## src/rtl/bin_to_dec_pkg.sv

```systemverilog
// Shared types and constants for the binary-to-decimal one-hot pulser.
package bin_to_dec_pkg;
  typedef enum logic [1:0] {
    IDLE = 2'd0,
    HOLD = 2'd1,
    GAP  = 2'd2
  } state_t;

  localparam int CODE_MIN = 1;
  localparam int CODE_MAX = 7;
  localparam int N_DEC    = 7;
endpackage

```

## src/rtl/bin_to_dec_timer.sv

```systemverilog
// Loadable down-counter; done marks the last cycle of the loaded interval.
module bin_to_dec_timer #(
  parameter int W = 3
) (
  input  logic         clk,
  input  logic         rst,
  input  logic         load,
  input  logic [W-1:0] value,
  output logic         done
);
  logic [W-1:0] r_count;

  // Stops at zero so an idle timer never wraps around.
  always_ff @(posedge clk or posedge rst) begin
    if (rst) begin
      r_count <= '0;
    end else if (load) begin
      r_count <= value;
    end else if (r_count != '0) begin
      r_count <= r_count - 1'b1;
    end
  end

  assign done = (r_count == W'(1));
endmodule

```

## src/rtl/bin_to_dec.sv

```systemverilog
// Accepts a 4-bit code and pulses the matching o_dN line for HOLD_CYCLES, then idles GAP_CYCLES.
// Define BIN_TO_DEC_ERR_EN to flag codes 8..15 on o_err instead of running them as code 0.
module bin_to_dec
  import bin_to_dec_pkg::*;
#(
  parameter int HOLD_CYCLES = 4,
  parameter int GAP_CYCLES  = 1
) (
  input  logic       clk,
  input  logic       rst,
  input  logic [3:0] i_b,
  input  logic       i_valid,
  output logic       o_ready,
  output logic       o_d1,
  output logic       o_d2,
  output logic       o_d3,
  output logic       o_d4,
  output logic       o_d5,
  output logic       o_d6,
  output logic       o_d7,
  output logic       o_err
);
  localparam int CNT_MAX = (HOLD_CYCLES > GAP_CYCLES) ? HOLD_CYCLES : GAP_CYCLES;
  localparam int CNT_W   = $clog2(CNT_MAX + 1);
  localparam logic [CNT_W-1:0] HOLD_LD = CNT_W'(HOLD_CYCLES);
  localparam logic [CNT_W-1:0] GAP_LD  = CNT_W'(GAP_CYCLES);

  state_t             r_state;
  logic               r_ready;
  logic               r_err;
  logic [N_DEC-1:0]   r_d;
  logic [N_DEC-1:0]   w_dec;
  logic               w_accept;
  logic               w_is_err;
  logic               w_load;
  logic               w_done;
  logic [CNT_W-1:0]   w_value;

  genvar gi;
  generate
    for (gi = 0; gi < N_DEC; gi++) begin : g_dec
      assign w_dec[gi] = (i_b == 4'(gi + CODE_MIN));
    end
  endgenerate

`ifdef BIN_TO_DEC_ERR_EN
  assign w_is_err = (i_b > 4'(CODE_MAX));
`else
  assign w_is_err = 1'b0;
`endif

  assign w_accept = r_ready & i_valid;
  assign w_load   = ((r_state == IDLE) && w_accept && !w_is_err) ||
                    ((r_state == HOLD) && w_done && (GAP_CYCLES != 0));
  assign w_value  = (r_state == IDLE) ? HOLD_LD : GAP_LD;

  bin_to_dec_timer #(.W(CNT_W)) u_timer (
    .clk   (clk),
    .rst   (rst),
    .load  (w_load),
    .value (w_value),
    .done  (w_done)
  );

  // o_ready is a register updated from the next state, so it never follows i_valid.
  always_ff @(posedge clk or posedge rst) begin
    if (rst) begin
      r_state <= IDLE;
      r_ready <= 1'b0;
      r_err   <= 1'b0;
      r_d     <= '0;
    end else begin
      r_err <= 1'b0;
      case (r_state)
        IDLE: begin
          r_ready <= 1'b1;
          if (w_accept) begin
            if (w_is_err) begin
              r_err <= 1'b1;
            end else begin
              r_state <= HOLD;
              r_ready <= 1'b0;
              r_d     <= w_dec;
            end
          end
        end
        HOLD: begin
          if (w_done) begin
            r_d <= '0;
            if (GAP_CYCLES == 0) begin
              r_state <= IDLE;
              r_ready <= 1'b1;
            end else begin
              r_state <= GAP;
            end
          end
        end
        GAP: begin
          if (w_done) begin
            r_state <= IDLE;
            r_ready <= 1'b1;
          end
        end
        default: begin
          r_state <= IDLE;
          r_ready <= 1'b0;
          r_d     <= '0;
        end
      endcase
    end
  end

  assign o_ready = r_ready;
  assign o_err   = r_err;
  assign o_d1    = r_d[0];
  assign o_d2    = r_d[1];
  assign o_d3    = r_d[2];
  assign o_d4    = r_d[3];
  assign o_d5    = r_d[4];
  assign o_d6    = r_d[5];
  assign o_d7    = r_d[6];
endmodule

```

## config.mk

```make
export PLATFORM = sky130hd
export DESIGN_NAME = bin_to_dec
export DESIGN_NICKNAME = d
export VERILOG_FILES = /design/src/rtl/bin_to_dec_pkg.sv /design/src/rtl/bin_to_dec_timer.sv /design/src/rtl/bin_to_dec.sv
export SDC_FILE = /design/constraint.sdc
export NUM_CORES = 1
export LEC_CHECK = 0
export ABC_CLOCK_PERIOD_IN_PS = 1450
export BUFFER_PORTS_ARGS = -buffer_cell sky130_fd_sc_hd__buf_2
export CAP_MARGIN = 20
export CORE_MARGIN = 4
export CORE_UTILIZATION = 50
export DETAILED_ROUTE_END_ITERATION = 12
export GPL_TIMING_DRIVEN = 0
export PLACE_DENSITY = 0.79
export SLEW_MARGIN = 20
export SYNTH_ARGS = -nofsm -noshare
export SYNTH_HDL_FRONTEND = slang
export SYNTH_SLANG_ARGS = --single-unit
```

## constraint.sdc

```tcl
create_clock -name clk -period 1.45 [get_ports clk]
set_input_delay 0.29 -clock clk [delete_from_list [all_inputs] [get_ports clk]]
set_output_delay 0.29 -clock clk [all_outputs]
set_load 0.01 [all_outputs]
```

== After elaboration in Yosys (flattened, before gate mapping) ==
Index checks and enable logic that the tools add are counted.

* Word-level logic and storage cells: 43
* Register bits: 13
* Input port bits: 7

* Add/subtract/negate cells: 1
* Bitwise operators: 3
* Equality and inequality tests: 13
* Reduce and logical (&&, ||, !) cells: 9
* Mux-type cells: 13

{| class="wikitable"
|+ Operator list
! operator !! number
|-
| $pmux 7 s3 || 1
|-
| $eq 4x3->1 const B || 4
|-
| $mux 7 || 2
|-
| $mux 3 || 3
|-
| $eq 4x2->1 const B || 2
|-
| $mux 2 || 3
|-
| $ne 2x2->1 const B || 3
|-
| $pmux 2 s3 || 1
|-
| $reduce_and 3->1 || 2
|-
| $eq 4x1->1 const B || 1
|-
| $eq 3x1->1 const B || 1
|-
| $pmux 1 s3 || 1
|-
| $reduce_bool 3->1 || 1
|-
| $sub 3x1->3 const B || 1
|-
| $eq 2x1->1 const B || 1
|-
| $eq 2x2->1 const B || 1
|-
| $logic_and 1x1->1 || 2
|-
| $logic_not 2->1 || 1
|-
| $mux 1 || 2
|-
| $not 1->1 || 2
|-
| $reduce_and 2->1 || 1
|-
| $reduce_bool 2->1 || 1
|-
| $and 1x1->1 || 1
|-
| $logic_or 1x1->1 || 1
|}

== Longest topological paths before layout ==
Gate-level depths: netlist (run 1).

* Depth in word-level cells: 4
* Depth in mapped cells: 5
* Mapped depth without buffers: 5

== By module ==
A second synthesis (run 1) with hierarchy kept.

* Cells, all modules: 72
* Area total of the unflattened synthesis: 743.2 µm²

{| class="wikitable"
|+ Modules (own cells, without submodules)
! module !! cells an instance !! times used !! area each (µm²)
|-
| bin_to_dec || 49 || 1 || 523.0
|-
| bin_to_dec_timer || 23 || 1 || 220.2
|}

== Least setup slack after synthesis (run 1) ==
No wires, ideal clock.

* Path kind: reg2reg
* From: register u_timer.r_count[0]
* To: register u_timer.r_count[1]
* Slack: 0.233 ns
* Data required time: 1.339 ns
* Arrival: 1.105 ns
* Cell stages (with the launch flop): 6
* Buffers on the path: 0
* Cells stage by stage: dfrtp_1 -> inv_1 -> ha_1 -> nand2b_1 -> nor2_1 -> a2111oi_2

* Word-level cells in the longest chain between the ends: 4

{| class="wikitable"
|+ Ends and longest elaborated chain
! item !! RTL line !! source
|-
| start: declaration || bin_to_dec_timer.sv:11 || <nowiki>logic [W-1:0] r_count;</nowiki>
|-
| start signal: assignment || bin_to_dec_timer.sv:18 || <nowiki>r_count <= value;</nowiki>
|-
| start signal: assignment || bin_to_dec_timer.sv:20 || <nowiki>r_count <= r_count - 1'b1;</nowiki>
|-
| branches (longest 4 deep; another with $sub 3x1->3) || -- ||
|}

Several ways; the timed one is not identified. The select of a mux whose other input is x is not followed.
A chain may end at the register's enable or synchronous reset.

== Final worst setup path (run 1) ==
Same ends and word-level chain as after synthesis.

==> results.md, run 1 <==
- Avg Cell Area, Syn: 11.3 µm²
- Synth Instances: 59
- Post-synthesis sequential area ratio: 49.0%
- Synth Warn #: 0
- Setup Viol. Count Final: 0
- WP data arrival: 1.49 ns
- Crit share post-route: 91.3%
- Clk root buf: clkbuf_4
- Mapped cell area: 664 µm²
- # diodes: 0
- Syn Nets: 69
- Fin area: 778 µm²
- P per Cell Area: 1790 nW/µm²
- Initial antenna violation count: 0
- Post-DP Area: 752 µm²
- Largest net degree at the start of global routing: 14
- RSZ-0062 raised after global routing: no
- Hpwl dp: 1.01 mm
- Layout Nets: 88
- Startpoint types: flop
- Hold crit path type: in2async
- Crit. End Element: flop
- Placeable core area: 1170 µm²
- Fmax: 756 MHz
- Final WL: 1.24 mm
- Die area: 1980 µm²
- Result of the run: completed
- Starting Density: 56.7%
- Post-route ant nets: 0
- Initial DRC count: 10
- Row cnt: 12
- Reg clk slew, reported paths: 0.08 ns
- Vias: 502
- Core Util, Final: 66.5%
- Total track usage: 15.2%
- CP required: 1.62 ns
- Setup tns final: 0 ns
- Ratio of cells with drive above 1 in the final layout: 29.9%
- Area Overhead vs Synth: 17.1%
- Clock tree buffer depth: 2
- Avg WL per Cell: 13.6 µm
- Leakage Power: 0.396 nW
- Global route overflow: 0
- Setup bufs post-CTS: 0
- Final Skew: 0.00476 ns
- Global-route wire length before repair: 2.15 mm
- GPL Wtd Cong: 0.732
- # IOs: 16
- Die X: 44.5 µm
- Netlist cell types: 24
- CTS tree: done
- Die height: 44.5 µm
- # resized after CTS: 0
- Port bufs: 14
- Slew Limit Fails: 0
- Clk Latency, worst-skew pair: 0.27 ns
- Vias per std cell: 5.52
- Max Cap Viol: 0
- First-pass DRT Iterations: 4
- # DRC: 0
- CP max FO: 3
- Tmin final: 1.32 ns
- Hold_buf cts: 0
- Setup CP Type: reg2reg
- # H-tree levels: 1
- Clock buffer count from CTS: 3
- Vias in the first global route: 503
- CTS sink count: 13
- Final count of hold timing violations: 0
- Maximum VDD drop: 930 µV
- Flop and latch count out of synthesis: 13
==> final timing paths <==
| check | start | end | slack (ns) | cells past startpoint |
|---|---|---|---|---|
| worst max-delay path | u_timer.r_count[0] | u_timer.r_count[1] | 0.13 | 5 |
| min in group clk | i_b[1] | r_d[5] | 0.31 | 2 |
| worst max register to register | u_timer.r_count[0] | u_timer.r_count[1] | 0.13 | 5 |
| max in group asynchronous | rst | r_state[1] | 1.11 | 2 |
| worst min register to register | r_d[5] | r_d[5] | 0.49 | 1 |
| worst min-delay path | rst | r_d[0] | 0.02 | 2 |
==> critical path, stage by stage (launching register included) <==
cell and delay, ns:
dfrtp_1 0.40, inv_1 0.08, ha_1 0.21, nand2b_1 0.15, nor2_1 0.07, a2111oi_2 0.31
==> synthesized netlist by cell type, drive strengths merged <==
| library cell | number | share of area [%] |
|---|---|---|
| buf | 1 | 1.1 |
| xnor2 | 1 | 1.3 |
| nand2b | 4 | 4.1 |
| dfrtp | 13 | 49 |
| o21ai | 5 | 3.8 |
| a32o | 3 | 4.5 |
| inv | 5 | 2.8 |
| and3b | 1 | 1.3 |
| mux2i | 1 | 1.5 |
| and2 | 2 | 1.9 |
| nor3 | 3 | 2.3 |
| nor2 | 3 | 1.7 |
| a2111oi | 1 | 2.3 |
| ha | 3 | 5.7 |
| conb | 1 | 0.56 |
| a22o | 4 | 5.3 |
| o211a | 1 | 1.5 |
| and2b | 1 | 1.3 |
| o22ai | 1 | 3.0 |
| nand2 | 2 | 1.1 |
| nor3b | 2 | 3.0 |
| or2 | 1 | 0.94 |
==> layer usage <==
layer	track usage, %	wire (µm)	vias to the layer above
li1	-	-	247
met1	17.8	554	232
met2	25.6	582	18
met3	2.85	70	5
met4	9.04	31	0
met5	0	0	-
==> cell usage in the layout (no fill, tap or decap), types with 2 or more instances in the layout <==
cell type   n
a22o_1      4
a32o_1      3
and2_1      2
buf_2      14
clkbuf_4    3
dfrtp_1    13
ha_1        3
inv_1       5
nand2_1     2
nand2b_1    3
nor2_1      3
nor3_1      3
o21ai_0     5
==> where the power goes <==
group	internal [W]	total [W]	switching, W
combinational	0.000285	0.000600	0.000315
sequential	0.000466	0.000574	0.000108
clock	0.000107	0.000217	0.000110
==> layout make-up <==
| cell class | instances | area [µm²] |
|---|---|---|
| fillers | 106 | 393 |
| multi-input cells | 40 | 313 |
| clock buffers | 4 | 26.3 |
| flip-flops and latches | 13 | 325 |
| repair buffers | 14 | 70.1 |
| plain buffers | 1 | 7.51 |
| well taps | 14 | 17.5 |
| inverters | 5 | 18.8 |
==> through the flow <==
step	worst slack, ns	total power, W	hold WS (ns)	cells
after floorplan	0.233	0.00104	0.167	59
after global placement	0.176	0.00116	0.326	87
after detailed placement	0.120	0.00119	0.331	87
after CTS	0.102	0.00141	0.0335	91
after global routing	0.00811	0.00150	0.0617	91
final	0.127	0.00139	0.0158	91
==> registers in the layout, indices dropped and copies added, names as in the netlist <==
signal,cells
r_state,2
r_d,7
u_timer.r_count,3
o_ready,1
==> logic make-up after synthesis <==
logic type / Yosys count / synth area share [%]
other: 1 / 0.564
xor gates and xnor gates: 1 / 1.32
DFF: 13 / 49.0
AOI/OAI and AO/OA: 15 / 20.3
and+or+nand+nor: 19 / 17.7
buffers and inverters: 6 / 3.96
muxes: 1 / 1.51
adders and majority gates: 3 / 5.65
Power figures use the tool's default switching activity.
==> inputs of run 2 (changes only) <==
- ABC_CLOCK_PERIOD_IN_PS: 1450 -> 1300
- clock period: 1.45 -> 1.3 ns (I/O delays scaled with it)
==> results.md, run 2 (synthesis results as in run 1) <==
- Setup CP Type: reg2reg
- Final Non-Filler Cells: 93
- Final count of hold timing violations: 13
- Vias in the first global route: 513
- Area Overhead vs Synth: 21.3%
- # diodes: 0
- R2R Path Start: u_timer.r_count[1]
- # IOs: 16
- Sequential share of power: 39.1%
- Die X: 44.5 µm
- Switching Share: 37.8%
- Starting Density: 56.7%
- Vias: 508
- Row cnt: 12
- Global-route wire length before repair: 2.15 mm
- Slew Limit Fails: 0
- Reg clk slew, reported paths: 0.08 ns
- Leakage Power: 0.408 nW
- Startpoint types: flop
- Ratio of cells with drive above 1 in the final layout: 36.7%
- CP max FO: 7
- Reg-to-Reg End: r_d[2]
- Final Skew: 0.00348 ns
- Setup Viol. Count Final: 0
- Commonest non-fill, non-tap cell in the layout: buf_2
- Initial antenna violation count: 0
- Clock tree buffer depth: 2
- GPL Wtd Cong: 0.732
- Die height: 44.5 µm
- CP required: 1.51 ns
- Layout Nets: 90
- Total track usage: 15.2%
- Result of the run: finished, violations left
- P per Cell Area: 2040 nW/µm²
- Final WL: 1.26 mm
- Max Cap Viol: 0
- Power share of the clock group: 14.8%
- CTS tree: done
- Hpwl dp: 1.01 mm
- Number of flip-flops in the largest register: 7
- Reg with most FFs: r_d
- Avg WL per Cell: 13.5 µm
- Die area: 1980 µm²
- Initial DRC count: 8
- Clk root buf: clkbuf_4
- Net Sw Power: 0.000621 W
- Clock buffer count from CTS: 3
- Top Registers: r_d x7, u_timer.r_count x3, r_state x2
- Fmax: 784 MHz
- Global route overflow: 0
- Combinational power share: 46.1%
- Largest net degree at the start of global routing: 14
- Placeable core area: 1170 µm²
- Int Pwr: 0.00102 W
- WP data arrival: 1.49 ns
- Crit path from: u_timer.r_count[1]
- First-pass DRT Iterations: 4
- Tmin final: 1.28 ns
- CTS sink count: 13
- Commonest cells after routing, fill and taps aside: 14 x buf_2, 13 x dfrtp_1, 5 x o21ai_0
- Clk Latency, worst-skew pair: 0.27 ns
- Hold crit path type: in2async
- Port bufs: 14
- FF-to-FF setup slack: 0.02 ns
- # H-tree levels: 1
- Total Power: 0.00164 W
- Hold WS: -0.0155 ns
- Post-route ant nets: 0
- # DRC: 0
- Placed instance count: 87
- Failing checks: hold timing
- RSZ-0062 raised after global routing: yes
- Crit share post-route: 98.1%
- Vias per std cell: 5.46
- Fillcell total: 101
- Crit. End Element: flop
- Worst reg-to-reg path cell count: 5
- Maximum VDD drop: 1080 µV
-- run 2: cell types whose count changed in the layout (fill, tap and decap cells not counted) --
cell | previous run | this run
inv_2 | 0 | 1
nand2b_4 | 0 | 1
ha_1 | 3 | 1
ha_2 | 0 | 2
nand2b_1 | 3 | 2
buf_4 | 1 | 3
inv_1 | 5 | 4
-- run 2: what timing repair did --
action,in CTS,in global routing
pin swaps,0,6
hold buffers,0,0
setup buffers,1,1
resized for setup,1,3
endpoints found under the setup margin,2,9
-- run 2: power by group through the flow --
stage / combinational, W / sequential, W / clock, W
after detailed placement: 0.000676 / 0.000648 / 0
after global routing: 0.000842 / 0.000660 / 0.000270
after floorplan: 0.000513 / 0.000644 / 0
final: 0.000757 / 0.000642 / 0.000243
after global placement: 0.000650 / 0.000639 / 0
after CTS: 0.000713 / 0.000635 / 0.000250
-- run 2: routing by layer --
layer / GRT usage [%] / wire (µm) / vias up
met5: 0 / 0 / -
met4: 9.04 / 34 / 0
met3: 2.85 / 73 / 5
met2: 25.6 / 585 / 16
met1: 17.8 / 562 / 233
li1: - / - / 254
-- run 2: critical path, cell delays in order, from the launching register on --
cell     delay, ns
dfrtp_1       0.36
inv_2         0.06
ha_2          0.18
and2b_2       0.22
o22ai_4       0.21
a22o_1        0.19
-- run 2: worst max-delay path by stage --
stage / cells after the start / end / slack [ns]
finish: 5 / r_d[2] / 0.02
global route: 5 / r_d[2] / -0.03
CTS: 5 / r_d[2] / 0.01
detailed placement: 5 / u_timer.r_count[1] / -0.03
global placement: 5 / u_timer.r_count[1] / 0.03
floorplan: 5 / u_timer.r_count[1] / 0.08
-- run 2: area by class of cell --
type                    instances  area (µm²)  area share [%]
repair buffers                 16        85.1            10.6
plain buffers                   1        7.51           0.932
inverters                       5        18.8            2.33
multi-input cells              40         325            40.4
flip-flops and latches         13         325            40.4
well taps                      14        17.5            2.17
clock buffers                   4        26.3            3.26
-- run 2: metrics by stage --
| stage | area [µm²] | hold WS [ns] | worst slack [ns] | setup TNS, ns | utilization [%] |
|---|---|---|---|---|---|
| after floorplan | 664 | 0.137 | 0.0833 | 0 | - |
| after global placement | 752 | 0.296 | 0.0259 | 0 | 64.2 |
| after detailed placement | 752 | 0.301 | -0.0301 | -0.0301 | 64.2 |
| after CTS | 788 | 0.00355 | 0.0132 | 0 | 67.3 |
| after global routing | 806 | 0.0318 | -0.0314 | -0.134 | 68.8 |
| final | 806 | -0.0155 | 0.0247 | 0 | 68.8 |
==> inputs of run 3 (changes only) <==
- CORE_UTILIZATION: 50 -> 48
- PLACE_DENSITY: 0.79 -> 0.77
==> results.md, run 3 (synthesis results as in run 1) <==
- Result of the run: finished, violations left
- Failing checks: hold timing
- WP data arrival: 1.44 ns
- CTS sink count: 13
- Placeable core area: 1300 µm²
- Die area: 2040 µm²
- Port bufs: 14
- Die X: 45.2 µm
- RSZ-0062 raised after global routing: yes
- Largest net degree at the start of global routing: 14
- P per Cell Area: 2100 nW/µm²
- Fillcell total: 121
- Slowest cell delay on critical path: 0.39 ns
- # H-tree levels: 1
- Top Registers: r_d x7, u_timer.r_count x3, r_state x2
- Maximum VDD drop: 1200 µV
- Crit. End Element: flop
- Global route overflow: 0
- Row cnt: 13
- Final count of hold timing violations: 13
- Leakage Power: 0.418 nW
- Vias in the first global route: 449
- Slew Limit Fails: 0
- Clk Latency, worst-skew pair: 0.28 ns
- Total Power: 0.00175 W
- Hold crit path type: in2async
- # DRC: 0
- Fmax: 788 MHz
- Total track usage: 13.4%
- Crit share post-route: 97.6%
- CP max FO: 7
- Final WL: 1.24 mm
- Layout Nets: 92
- # diodes: 0
- Vias: 522
- Reg with most FFs: r_d
- Initial antenna violation count: 0
- # IOs: 16
- DP Worst Slack: -0.000651 ns
- Startpoint types: flop
- Die height: 45.2 µm
- Final Skew: 0.00170 ns
- Initial DRC count: 9
- CTS tree: done
- Clock tree buffer depth: 2
- Vias per std cell: 5.44
- Area Overhead vs Synth: 25.6%
- Starting Density: 51.1%
- Clock buffer count from CTS: 3
- Avg WL per Cell: 12.9 µm
- Buf/Inv on CP: 1
- GPL Wtd Cong: 0.710
- Ratio of cells with drive above 1 in the final layout: 38.3%
- Slowest cell on crit path: dfrtp_1
- First-pass DRT Iterations: 4
- CP cell instances: inv_2 > ha_2 > and2b_2 > o22ai_4 > a22o_1
- Setup CP Type: reg2reg
- Global-route wire length before repair: 1.91 mm
- Number of flip-flops in the largest register: 7
- Setup Viol. Count Final: 0
- Hold WS: -0.0146 ns
- Hpwl dp: 894 µm
- Commonest cells after routing, fill and taps aside: 14 x buf_2, 13 x dfrtp_1, 5 x o21ai_0, 5 x buf_4
- Reg clk slew, reported paths: 0.08 ns
- Post-route setup slack: 0.0308 ns
- Tmin final: 1.27 ns
- CP delay by family, top: flip-flops
- Clk root buf: clkbuf_4
- CP required: 1.47 ns
- Commonest non-fill, non-tap cell in the layout: buf_2
- Final Non-Filler Cells: 96
- Placed instance count: 88
- Post-route ant nets: 0
- Max Cap Viol: 0
-- run 3: cell count changes in the layout (fill, tap and decap cells not counted) --
cell,previous run,this run
a2111oi_2,1,0
a2111oi_4,0,1
buf_4,3,5
-- run 3: layout make-up --
type                    instances  area [µm²]  area share [%]
inverters                       5        18.8            2.25
multi-input cells              40         338            40.5
repair buffers                 18         100            12.0
flip-flops and latches         13         325            39.0
well taps                      15        18.8            2.25
plain buffers                   1        7.51           0.900
clock buffers                   4        26.3            3.15
-- run 3: final timing paths --
check,end,slack (ns),depth (start not counted),startpoint
max in group asynchronous,u_timer.r_count[1],0.99,2,rst
worst min-delay path,r_state[0],-0.01,2,rst
worst max register to register,r_d[4],0.03,5,u_timer.r_count[1]
min in group clk,r_d[5],0.28,2,i_b[1]
worst max-delay path,r_d[4],0.03,5,u_timer.r_count[1]
worst min register to register,r_d[5],0.49,1,r_d[5]
-- run 3: what timing repair did --
| item | CTS | global route |
|---|---|---|
| hold buffers | 0 | 0 |
| buffers inserted | 1 | 3 |
| setup endpoints to repair | 1 | 9 |
| gates resized for setup | 0 | 5 |
| pin swaps | 0 | 6 |
-- run 3: where the power goes --
| group | switching (W) | internal (W) |
|---|---|---|
| Clock | 0.000130 | 0.000119 |
| Combinational | 0.000404 | 0.000459 |
| Sequential | 0.000120 | 0.000520 |
-- run 3: layer usage --
layer | share of wire [%] | global-route usage, %
met1 | 48 | 17.1
met2 | 42 | 19.8
met3 | 6.3 | 2.39
met4 | 3.2 | 10.5
met5 | 0 | 0
-- run 3: worst register-to-register path, delay by kind of cell (launching register included) --
| kind | cells | cell delay, ns |
|---|---|---|
| adder cells (fa/ha/maj) | 1 | 0.18 |
| AO/OA/AOI/OAI | 2 | 0.34 |
| buffers and inverters | 1 | 0.08 |
| flip-flops | 1 | 0.39 |
| AND/OR/NAND/NOR | 1 | 0.18 |
-- run 3: stage by stage --
stage | utilization (%) | TNS, ns | area [µm²]
floorplan | - | 0 | 664
global placement | 57.9 | 0 | 753
detailed placement | 57.9 | -0.000651 | 753
CTS | 60.5 | 0 | 787
global route | 64.1 | -0.199 | 835
finish | 64.1 | 0 | 835
